## config.mk

```make
export PLATFORM = sky130hd
export DESIGN_NAME = grid_robot_planner_flat
export DESIGN_NICKNAME = d
export VERILOG_FILES = /design/src/rtl/grid_robot_planner_pkg.sv /design/src/rtl/grid_robot_planner_if.sv /design/src/rtl/grid_robot_planner_collision_chk.sv /design/src/rtl/grid_robot_planner.sv /design/src/flat_wrapper.sv
export SDC_FILE = /design/constraint.sdc
export NUM_CORES = 1
export LEC_CHECK = 0
export BUFFER_PORTS_ARGS = -buffer_cell sky130_fd_sc_hd__buf_2
export CAP_MARGIN = 20
export CORE_MARGIN = 2
export CORE_UTILIZATION = 40
export DETAILED_ROUTE_END_ITERATION = 8
export SLEW_MARGIN = 20
export SYNTH_ARGS = -nofsm -noshare
export SYNTH_HDL_FRONTEND = slang
export SYNTH_HIERARCHICAL = 1
export SYNTH_SLANG_ARGS = --single-unit
```

## constraint.sdc

```tcl
create_clock -name clk -period 8.5 [get_ports clk]
set_input_delay 0.85 -clock clk [delete_from_list [all_inputs] [get_ports clk]]
set_output_delay 0.85 -clock clk [all_outputs]
set_load 0.05 [all_outputs]
```

## src/rtl/grid_robot_planner_pkg.sv

```systemverilog
// Shared types and route helpers for the grid robot planner.
// Grid is 3K x 3K with two internal walls: between columns K-1|K (door in rows y >= 2K)
// and between columns 2K-1|2K (door in rows y < 2K).
package planner_pkg;

    localparam int K_DEFAULT = 2;

    typedef enum logic [2:0] {
        ST_IDLE,
        ST_PLAN,
        ST_REQ,
        ST_BLOCKED,
        ST_DONE,
        ST_FAIL
    } state_t;

    typedef enum logic [1:0] {
        DIR_UP,
        DIR_DOWN,
        DIR_LEFT,
        DIR_RIGHT
    } dir_t;

    // True when column x has a wall on its east side.
    function automatic logic wall_east_of(input int unsigned x, input int unsigned k);
        return (x == k - 1) || (x == 2 * k - 1);
    endfunction

    // Door through the left wall (K-1|K) is in the upper band of rows.
    function automatic logic left_door_open(input int unsigned y, input int unsigned k);
        return y >= 2 * k;
    endfunction

    // Door through the right wall (2K-1|2K) is in the lower two bands of rows.
    function automatic logic right_door_open(input int unsigned y, input int unsigned k);
        return y < 2 * k;
    endfunction

    // Fixed route from (0,0) to (3K-1,0): climb to the left door, cross,
    // drop to the right door, cross, then descend to row 0 and step right.
    function automatic dir_t route_dir(input int unsigned x, input int unsigned y,
                                       input int unsigned k);
        dir_t d;
        if (x < k)
            d = left_door_open(y, k) ? DIR_RIGHT : DIR_UP;
        else if (x < 2 * k)
            d = right_door_open(y, k) ? DIR_RIGHT : DIR_DOWN;
        else
            d = (y > 0) ? DIR_DOWN : DIR_RIGHT;
        return d;
    endfunction

endpackage

```

## src/rtl/grid_robot_planner_if.sv

```systemverilog
// Move handshake between planner (master) and scheduler/environment side (slave).
interface grid_robot_planner_if;
    logic rt_grant;
    logic move_robot;
    logic ctrl_up;
    logic ctrl_down;
    logic ctrl_left;
    logic ctrl_right;

    modport master (
        input  rt_grant,
        output move_robot, ctrl_up, ctrl_down, ctrl_left, ctrl_right
    );

    modport slave (
        output rt_grant,
        input  move_robot, ctrl_up, ctrl_down, ctrl_left, ctrl_right
    );
endinterface

```

## src/rtl/grid_robot_planner_collision_chk.sv

```systemverilog
// Combinational collision-zone check: a cell is unsafe when it shares a row with an
// obstacle and lies within one column of it. Compared at CW+1 bits so x+1 cannot wrap.
module planner_collision_chk #(
    parameter int CW = 4
) (
    input  logic [CW-1:0] nx,
    input  logic [CW-1:0] ny,
    input  logic [CW-1:0] obs1_x,
    input  logic [CW-1:0] obs1_y,
    input  logic [CW-1:0] obs2_x,
    input  logic [CW-1:0] obs2_y,
    output logic          safe
);
    localparam logic [CW:0] ONE_W = (CW+1)'(1);

    logic [CW-1:0] obs_x [2];
    logic [CW-1:0] obs_y [2];
    logic [1:0]    hit;

    assign obs_x[0] = obs1_x;
    assign obs_y[0] = obs1_y;
    assign obs_x[1] = obs2_x;
    assign obs_y[1] = obs2_y;

    genvar gi;
    generate
        for (gi = 0; gi < 2; gi++) begin : g_obs
            logic [CW:0] nx_w;
            logic [CW:0] ox_w;
            assign nx_w    = {1'b0, nx};
            assign ox_w    = {1'b0, obs_x[gi]};
            assign hit[gi] = (ny == obs_y[gi]) && (nx_w + ONE_W >= ox_w) && (nx_w <= ox_w + ONE_W);
        end
    endgenerate

    assign safe = ~|hit;
endmodule

```

## src/rtl/grid_robot_planner.sv

```systemverilog
// Grid robot planner: walks a fixed wall-aware route from (0,0) to (3K-1,0), requesting
// one move at a time and waiting whenever the next cell is inside an obstacle's zone.
// Optional feature macro: PLANNER_WAIT_TIMEOUT_EN (blocked-wait timeout to FAIL).
module grid_robot_planner
    import planner_pkg::*;
#(
    parameter int K        = K_DEFAULT,
    parameter int CW       = 4,
    parameter int WAIT_MAX = 15
) (
    input  logic                 clk,
    input  logic                 rst_n,
    input  logic                 start,
    input  logic                 env_error,
    grid_robot_planner_if.master rt,
    input  logic [CW-1:0]        obs1_x,
    input  logic [CW-1:0]        obs1_y,
    input  logic [CW-1:0]        obs2_x,
    input  logic [CW-1:0]        obs2_y,
    output logic [CW-1:0]        robot_x,
    output logic [CW-1:0]        robot_y,
    output logic                 at_goal,
    output logic                 blocked,
    output logic                 fail,
    output logic [7:0]           steps
);
    localparam logic [CW-1:0] GOAL_X = CW'(3 * K - 1);

    if (3 * K - 1 >= (1 << CW)) begin : g_bad_cw
        $error("CW too narrow for a 3K x 3K grid");
    end
    if (WAIT_MAX < 1 || WAIT_MAX > 256) begin : g_bad_wait_max
        $error("WAIT_MAX must be in 1..256");
    end

    state_t        state_reg, state_next;
    logic [CW-1:0] robot_x_reg, robot_y_reg;
    logic [7:0]    steps_reg;
    logic          at_goal_reg, blocked_reg, fail_reg;

    dir_t          dir;
    logic [CW-1:0] nx, ny;
    logic          safe;
    logic          at_goal_pos;
    logic          move_ok;
    logic          timeout;

    // Direction and candidate cell follow the shadow position, so they stay stable in REQ/BLOCKED.
    always_comb begin
        dir = route_dir(32'(robot_x_reg), 32'(robot_y_reg), K);
        nx  = robot_x_reg;
        ny  = robot_y_reg;
        unique case (dir)
            DIR_UP:    ny = robot_y_reg + CW'(1);
            DIR_DOWN:  ny = robot_y_reg - CW'(1);
            DIR_LEFT:  nx = robot_x_reg - CW'(1);
            DIR_RIGHT: nx = robot_x_reg + CW'(1);
            default: ;
        endcase
    end

    planner_collision_chk #(.CW(CW)) u_collision_chk (
        .nx     (nx),
        .ny     (ny),
        .obs1_x (obs1_x),
        .obs1_y (obs1_y),
        .obs2_x (obs2_x),
        .obs2_y (obs2_y),
        .safe   (safe)
    );

    assign at_goal_pos = (robot_x_reg == GOAL_X) && (robot_y_reg == '0);

`ifdef PLANNER_WAIT_TIMEOUT_EN
    logic [7:0] wait_cnt_reg;

    // Counts cycles spent in BLOCKED; held at zero elsewhere so each entry starts fresh.
    always_ff @(posedge clk or negedge rst_n) begin
        if (!rst_n)
            wait_cnt_reg <= '0;
        else if (state_reg != ST_BLOCKED)
            wait_cnt_reg <= '0;
        else
            wait_cnt_reg <= wait_cnt_reg + 8'd1;
    end

    assign timeout = (state_reg == ST_BLOCKED) && (wait_cnt_reg == 8'(WAIT_MAX - 1));
`else
    assign timeout = 1'b0;
`endif

    // Next-state logic; env_error overrides every transition out of a non-IDLE state.
    always_comb begin
        state_next = state_reg;
        move_ok    = 1'b0;
        unique case (state_reg)
            ST_IDLE: if (start) state_next = ST_PLAN;
            ST_PLAN: begin
                if (env_error)        state_next = ST_FAIL;
                else if (at_goal_pos) state_next = ST_DONE;
                else if (safe)        state_next = ST_REQ;
                else                  state_next = ST_BLOCKED;
            end
            ST_REQ: begin
                if (env_error) state_next = ST_FAIL;
                else if (safe && rt.rt_grant) begin
                    move_ok    = 1'b1;
                    state_next = ST_PLAN;
                end
                else if (!safe) state_next = ST_BLOCKED;
            end
            ST_BLOCKED: begin
                if (env_error)    state_next = ST_FAIL;
                else if (timeout) state_next = ST_FAIL;
                else if (safe)    state_next = ST_REQ;
            end
            ST_DONE, ST_FAIL: ;
            default: state_next = ST_IDLE;
        endcase
    end

    // Move request and one-hot direction, live only while requesting.
    always_comb begin
        rt.move_robot = 1'b0;
        rt.ctrl_up    = 1'b0;
        rt.ctrl_down  = 1'b0;
        rt.ctrl_left  = 1'b0;
        rt.ctrl_right = 1'b0;
        if (state_reg == ST_REQ) begin
            rt.move_robot = safe;
            rt.ctrl_up    = (dir == DIR_UP);
            rt.ctrl_down  = (dir == DIR_DOWN);
            rt.ctrl_left  = (dir == DIR_LEFT);
            rt.ctrl_right = (dir == DIR_RIGHT);
        end
    end

    // State, shadow position, step counter and registered status flags.
    always_ff @(posedge clk or negedge rst_n) begin
        if (!rst_n) begin
            state_reg   <= ST_IDLE;
            robot_x_reg <= '0;
            robot_y_reg <= '0;
            steps_reg   <= '0;
            at_goal_reg <= 1'b0;
            blocked_reg <= 1'b0;
            fail_reg    <= 1'b0;
        end else begin
            state_reg   <= state_next;
            at_goal_reg <= (state_next == ST_DONE);
            blocked_reg <= (state_next == ST_BLOCKED);
            fail_reg    <= (state_next == ST_FAIL);
            if (move_ok) begin
                robot_x_reg <= nx;
                robot_y_reg <= ny;
                if (steps_reg != 8'hFF) steps_reg <= steps_reg + 8'd1;
            end
        end
    end

    assign robot_x = robot_x_reg;
    assign robot_y = robot_y_reg;
    assign steps   = steps_reg;
    assign at_goal = at_goal_reg;
    assign blocked = blocked_reg;
    assign fail    = fail_reg;
endmodule

```

## src/flat_wrapper.sv

```systemverilog
// flat-port wrapper written by rule: the top's interface ports become plain ports
module grid_robot_planner_flat import planner_pkg::*;
#(
    parameter int K        = K_DEFAULT,
    parameter int CW       = 4,
    parameter int WAIT_MAX = 15
)
  (clk, rst_n, start, env_error, obs1_x, obs1_y, obs2_x, obs2_y, robot_x, robot_y, at_goal, blocked, fail, steps, rt_rt_grant, rt_move_robot, rt_ctrl_up, rt_ctrl_down, rt_ctrl_left, rt_ctrl_right);
  grid_robot_planner_if rt_i ();
  input  logic clk;
  input  logic rst_n;
  input  logic start;
  input  logic env_error;
  input  logic [CW-1:0] obs1_x;
  input  logic [CW-1:0] obs1_y;
  input  logic [CW-1:0] obs2_x;
  input  logic [CW-1:0] obs2_y;
  output logic [CW-1:0] robot_x;
  output logic [CW-1:0] robot_y;
  output logic at_goal;
  output logic blocked;
  output logic fail;
  output logic [7:0] steps;
  input wire logic [$bits(rt_i.rt_grant)-1:0] rt_rt_grant;
  output wire logic [$bits(rt_i.move_robot)-1:0] rt_move_robot;
  output wire logic [$bits(rt_i.ctrl_up)-1:0] rt_ctrl_up;
  output wire logic [$bits(rt_i.ctrl_down)-1:0] rt_ctrl_down;
  output wire logic [$bits(rt_i.ctrl_left)-1:0] rt_ctrl_left;
  output wire logic [$bits(rt_i.ctrl_right)-1:0] rt_ctrl_right;
  assign rt_i.rt_grant = rt_rt_grant;
  assign rt_move_robot = rt_i.move_robot;
  assign rt_ctrl_up = rt_i.ctrl_up;
  assign rt_ctrl_down = rt_i.ctrl_down;
  assign rt_ctrl_left = rt_i.ctrl_left;
  assign rt_ctrl_right = rt_i.ctrl_right;
  grid_robot_planner #(.K(K), .CW(CW), .WAIT_MAX(WAIT_MAX)) u_core (.clk(clk), .rst_n(rst_n), .start(start), .env_error(env_error), .rt(rt_i), .obs1_x(obs1_x), .obs1_y(obs1_y), .obs2_x(obs2_x), .obs2_y(obs2_y), .robot_x(robot_x), .robot_y(robot_y), .at_goal(at_goal), .blocked(blocked), .fail(fail), .steps(steps));
endmodule
```

==> flow_metrics.env, run 1 <==
export IMPL_async_reset_ff_frac=1.00
export IMPL_dr_first_iter_drc_count=107
export IMPL_cts_made_buffers=3
export IMPL_synth_distinct_cells=55
export IMPL_grtUsageTotal=0.169
export IMPL_synthCells=220
export IMPL_max_stage_delay_ns=0.48
export IMPL_path_delay_family="compound AO/OA/AOI/OAI gates"
export IMPL_period_needed_ns=5.16
export IMPL_core_mm2=0.00501
export IMPL_grt_pass1_vias=1659
export IMPL_status="finished, final reports clean"
export IMPL_ys_seq_area_frac=0.269
export IMPL_clk_path_buf_depth=2
export IMPL_cts_tree="yes"
export IMPL_area_growth_synth_to_final_pct=17.4
export IMPL_p_clk_frac=0.415
export IMPL_firstDrtPassIters=4
export IMPL_globalRoute_totalOverflow=0
export IMPL_fin_util=0.480
export IMPL_synth_nets=267
export IMPL_drive_above_1_share=0.250
export IMPL_via_per_inst=5.11
export IMPL_htreeDepth=1
export IMPL_cts_setup_buffers=0
export IMPL_io_pin_count=45
export IMPL_ctsResizeCount=0
export IMPL_drc_errors=0
export IMPL_irDropWorstVdd_uv=103
export IMPL_maxCapViolCount=0
export IMPL_finalSetupViolations=0
export IMPL_grt_setup_unrepaired="false"
export IMPL_grt_pass1_wl_um=7530
export IMPL_synth_seq_cells=22
export IMPL_die_w_um=75.6
export IMPL_rows=26
export IMPL_tightest_slew_ns=0.505
export IMPL_fin_crit_sh=0.607
export IMPL_start_util=0.409
export IMPL_avgSynthCellArea_um2=9.31
export IMPL_max_freq_mhz=194
export IMPL_vias=1707
export IMPL_dpl_hpwl_um=3640
export IMPL_die_area_mm2=0.00571
export IMPL_fin_setup_tns_ns=0
export IMPL_synth_top_area_cell="dfrtp_1"
export IMPL_hold_buffers=0
export IMPL_start_kind="register"
export IMPL_timing_critical_path_buf_inv=3
export IMPL_portBuffers=43
export IMPL_powerDensity_mw_per_mm2=97.1
export IMPL_r2r_slack_ns=3.85
export IMPL_yosysMostFrequentCell="ha_1"
export IMPL_synth_area_leaders="dfrtp_1, ha_1, xnor2_1, xor2_1, inv_1"
export IMPL_p_comb_frac=0.130
export IMPL_power_frac_seq=0.454
export IMPL_ant_nets=0
export IMPL_largest_register_ffs=8
export IMPL_yosys_warnings=6
export IMPL_cts_sinks=22
export IMPL_end_kind="output pin"
export IMPL_final_hold_viol_count=0
export IMPL_synth_edf_count=0
export IMPL_swShare=0.225
export IMPL_post_drt_wl_per_cell_um=13.4
export IMPL_cpMaxStageDelayCell="dfrtp_1"
export IMPL_clk_latency_ns=0.26
export IMPL_slew_headroom=0.661
export IMPL_yosysTopAreaCellShare=0.269
export IMPL_cts_root_buf="clkbuf_8"
export IMPL_setup_worst_path_class="register to output pin"
export IMPL_die_h_um=75.6
export IMPL_grt_max_degree=23
export IMPL_hold_path_class="register to register"
export IMPL_final_nets=312
export IMPL_clk_pin_slew_ns=0.08
export IMPL_finClkSkew_ns=0.00360
export IMPL_synthTopCellsByCount="ha_1, dfrtp_1, inv_1"
export IMPL_n_antenna_cell=0
export IMPL_power_internal_uw=181
export IMPL_place_congestion=0.821
export IMPL_antenna_found_initial=0
export IMPL_crit_path_max_fanout=10
export IMPL_syn_area_mm2=0.00205
export IMPL_power_switching_uw=52.4
export IMPL_drv_slew=0
export IMPL_cp_arrival_ns=4.31
export IMPL_leakage_uw=0.00127
export IMPL_crit_chain="nor3_2 > a21o_4 > inv_4 > nor2_4 > inv_2 > ha_1 > a21o_1 > a21oi_1 > nor3_1 > xor2_1 > xnor2_1 > ha_1 > o21ai_0 > o21ai_0 > a32oi_1 > nor3b_1 > buf_2"
export IMPL_worstPathRequired_ns=7.65
export IMPL_synth_ff_type="dfrtp_1"
export IMPL_wl_um=4480
-- per-stage QoR --
stage / cell area (um^2) / power [uW] / hold WS, ns / setup slack (ns) / std cells
global route: 2400 / 246 / 0.522 / 2.94 / 334
detailed placement: 2330 / 139 / 0.477 / 3.67 / 330
global placement: 2330 / 139 / 0.476 / 3.76 / 330
CTS: 2400 / 237 / 0.492 / 3.37 / 334
finish: 2400 / 233 / 0.490 / 3.34 / 334
floorplan: 2050 / 127 / 0.554 / 3.07 / 220
-- worst reg2reg max path, cell delays in order, from the launching register on --
cell and delay [ns]:
dfrtp_1 0.48, nor3_2 0.30, a21o_4 0.18, inv_4 0.08, nor2_4 0.18, inv_2 0.12
ha_1 0.28, a21o_1 0.15, a21oi_1 0.25, nor3_1 0.10, xor2_1 0.40, xnor2_1 0.20
ha_1 0.26, o21ai_0 0.07, o21ai_0 0.11, a32oi_1 0.34, and3b_1 0.39, nand2_2 0.18
or4_1 0.42, nand2_1 0.07
-- path summary, 6_finish.rpt --
kind / from / endpoint / cells after the start
min: u_core/steps[7] / u_core/steps[7] / 1
min in group asynchronous: rst_n / u_core/at_goal / 1
min reg2reg: u_core/steps[7] / u_core/steps[7] / 1
max in group asynchronous: rst_n / u_core/steps[7] / 1
max: u_core/robot_x[3] / rt_move_robot / 17
max reg2reg: u_core/robot_x[3] / u_core/robot_x[0] / 19
-- power by group through the flow --
stage	Sequential (uW)	Combinational (uW)	Clock, uW
global route	106	34.8	105
finish	106	30.5	96.9
floorplan	109	17.6	0
detailed placement	108	30.7	0
global placement	108	30.6	0
CTS	106	30.9	100
-- final cells by class --
cell class	instances	area, um^2
sequential	22	551
timing repair buffer	43	215
clock buffer	3	41.3
clock inverter	1	30.0
tap	70	87.6
fill	523	2610
inverter	20	77.6
multi-input combinational	175	1400
-- placed cells by master (no fill, tap or decap), types with 3 or more instances in the layout --
cell type	synthesis	final
a21oi_1	7	7
a31oi_1	4	4
and2_1	5	5
buf_2	2	43
clkbuf_8	0	3
dfrtp_1	22	22
ha_1	24	24
inv_1	18	18
mux2i_1	3	3
nand2_1	17	17
nand2b_1	5	5
nand3_1	12	12
nand4_1	6	6
nor2_1	4	4
nor3_1	8	8
o21ai_0	6	6
o21ai_1	5	5
xnor2_1	14	14
xor2_1	13	13
-- routing by layer --
| metal | part of all wire | GRT usage |
|---|---|---|
| met1 | 0.48 | 0.241 |
| met2 | 0.48 | 0.275 |
| met3 | 0.029 | 0.0278 |
| met4 | 0.0080 | 0.0253 |
| met5 | 0 | 0 |
-- logic make-up after synthesis --
kind of cell | after synthesis | synth area share
AO/OA/AOI/OAI | 43 | 0.167
AND/OR/NAND/NOR | 72 | 0.203
flip-flops | 22 | 0.269
buffers and inverters | 23 | 0.0464
XOR/XNOR | 27 | 0.115
other | 1 | 0.00183
multiplexers | 6 | 0.0312
adder cells (fa/ha/maj) | 26 | 0.166
Power figures use the tool's default switching activity.
==> run 2: changes to the inputs <==
==> constraint.sdc (replaced) <==
create_clock -name clk -period 4.9 [get_ports clk]
set_input_delay 0.49 -clock clk [delete_from_list [all_inputs] [get_ports clk]]
set_output_delay 0.49 -clock clk [all_outputs]
set_load 0.05 [all_outputs]
==> run 2 against run 1 <==
Effect of this change:
- largest power group unchanged
- combinational power up 76%
- clock power up 15%
- highest routed layer unchanged
- design area up 1.6%
- critical path type unchanged
- register-to-register slack worse by 3.5 ns
==> flow_metrics.env, run 2 (synthesized netlist as in run 1, its figures left out) <==
export IMPL_worstPathRequired_ns=4.41
export IMPL_period_needed_ns=4.62
export IMPL_globalRoute_totalOverflow=0
export IMPL_die_area_mm2=0.00571
export IMPL_placed_area_mm2=0.00238
export IMPL_final_hold_viol_count=0
export IMPL_portBuffers=43
export IMPL_hold_buffers=0
export IMPL_status="finished, final reports clean"
export IMPL_grt_pass1_vias=1709
export IMPL_maxCapViolCount=0
export IMPL_dpl_hpwl_um=3680
export IMPL_wl_um=4670
export IMPL_layout_common_cells="buf_2, ha_1, dfrtp_1"
export IMPL_grt_use_met3=0.0357
export IMPL_finClkSkew_ns=0.00374
export IMPL_die_h_um=75.6
export IMPL_rr_worst_depth=18
export IMPL_die_w_um=75.6
export IMPL_instances_no_fill=339
export IMPL_ant_nets=0
export IMPL_dr_first_iter_drc_count=74
export IMPL_htreeDepth=1
export IMPL_place_congestion=0.873
export IMPL_worst_slack_ns=0.283
export IMPL_cts_sinks=22
export IMPL_drive_above_1_share=0.275
export IMPL_clk_path_buf_depth=2
export IMPL_drv_slew=0
export IMPL_cts_made_buffers=3
export IMPL_grtUsageTotal=0.176
export IMPL_io_pin_count=45
export IMPL_drc_errors=0
export IMPL_start_kind="register"
export IMPL_firstDrtPassIters=5
export IMPL_start_util=0.409
export IMPL_vias=1750
export IMPL_setup_worst_path_class="register to output pin"
export IMPL_dp_slack_ns=0.228
export IMPL_final_area_mm2=0.00244
export IMPL_finalSetupViolations=0
export IMPL_final_nets=318
export IMPL_regToRegEndpoint="u_core/robot_x[0]"
export IMPL_rows=26
export IMPL_met1_usage=0.254
export IMPL_top_usage_layer="met2"
export IMPL_final_common_cell="buf_2"
export IMPL_via_per_inst=5.16
export IMPL_max_freq_mhz=217
export IMPL_r2r_start="u_core/robot_x[3]"
export IMPL_crit_path_max_fanout=10
export IMPL_powerDensity_mw_per_mm2=143
export IMPL_antenna_found_initial=0
export IMPL_hold_path_class="input port to async pin"
export IMPL_end_kind="output pin"
export IMPL_largest_register_ffs=8
export IMPL_area_growth_synth_to_final_pct=19.2
export IMPL_irDropWorstVdd_uv=138
export IMPL_tightest_slew_ns=0.528
export IMPL_place_inst=335
export IMPL_cts_tree="yes"
export IMPL_cts_root_buf="clkbuf_8"
export IMPL_clk_latency_ns=0.26
export IMPL_slew_headroom=0.645
export IMPL_clk_pin_slew_ns=0.08
export IMPL_fin_crit_sh=0.942
export IMPL_r2r_slack_ns=0.32
export IMPL_fin_setup_tns_ns=0
export IMPL_cp_arrival_ns=4.13
export IMPL_grt_pass1_wl_um=7760
export IMPL_grt_max_degree=23
export IMPL_leakage_uw=0.00129
export IMPL_use_met2=0.281
export IMPL_n_antenna_cell=0
export IMPL_post_drt_wl_per_cell_um=13.8
export IMPL_core_mm2=0.00501
==> run 2: worst max-delay path by stage <==
stage	start	to	cells after the start	slack [ns]
global route	u_core/robot_x[3]	rt_move_robot	17	-0.02
detailed placement	u_core/robot_x[3]	u_core/robot_x[0]	19	0.23
CTS	u_core/robot_x[3]	rt_move_robot	17	0.006
finish	u_core/robot_x[3]	rt_move_robot	15	0.28
global placement	u_core/robot_x[3]	u_core/robot_x[0]	19	0.41
floorplan	u_core/robot_x[3]	rt_move_robot	16	0.31
==> run 2: what timing repair did <==
| item | in CTS | in global routing |
|---|---|---|
| setup endpoints to repair | 0 | 13 |
| buffers inserted | 0 | 1 |
| gates resized for setup | 0 | 3 |
==> run 2: worst max-delay path, cell delays in order (launching register included) <==
cell and delay (ns):
dfrtp_1 0.50, nor3_2 0.30, a21o_4 0.18, inv_4 0.08, nor2_4 0.19, inv_2 0.13
fa_1 0.39, xor2_1 0.17, mux2_1 0.43, xor2_1 0.23, ha_1 0.23, a211oi_2 0.23
o21ai_1 0.12, a32oi_2 0.23, nor3b_2 0.20, clkbuf_4 0.26
==> run 2: routing by layer <==
metal  up-vias  part of all wire
met5         -                 0
met4         0            0.0036
met3         2             0.042
met2        30              0.46
met1       828              0.50
li1        890                 -
==> run 2: final cells by class <==
| type | count | area [um^2] |
|---|---|---|
| clock buffers | 3 | 41.3 |
| repair buffers | 49 | 263 |
| multi-input cells | 175 | 1420 |
| well taps | 70 | 87.6 |
| fillers | 516 | 2570 |
| flip-flops and latches | 22 | 551 |
| inverters | 20 | 77.6 |
==> run 2: report_power, final <==
group | internal (uW) | total (uW) | switching, uW
clock | 54.8 | 111 | 56.3
combinational | 22.8 | 53.6 | 30.8
sequential | 183 | 184 | 1.63
==> run 2: per-stage QoR <==
step                      hold WS (ns)   util  power [uW]
final                            0.196  0.488         349
after global routing             0.233  0.488         369
after CTS                        0.217  0.483         357
after detailed placement         0.486  0.474         241
after global placement           0.476  0.474         241
after floorplan                  0.194      -         221
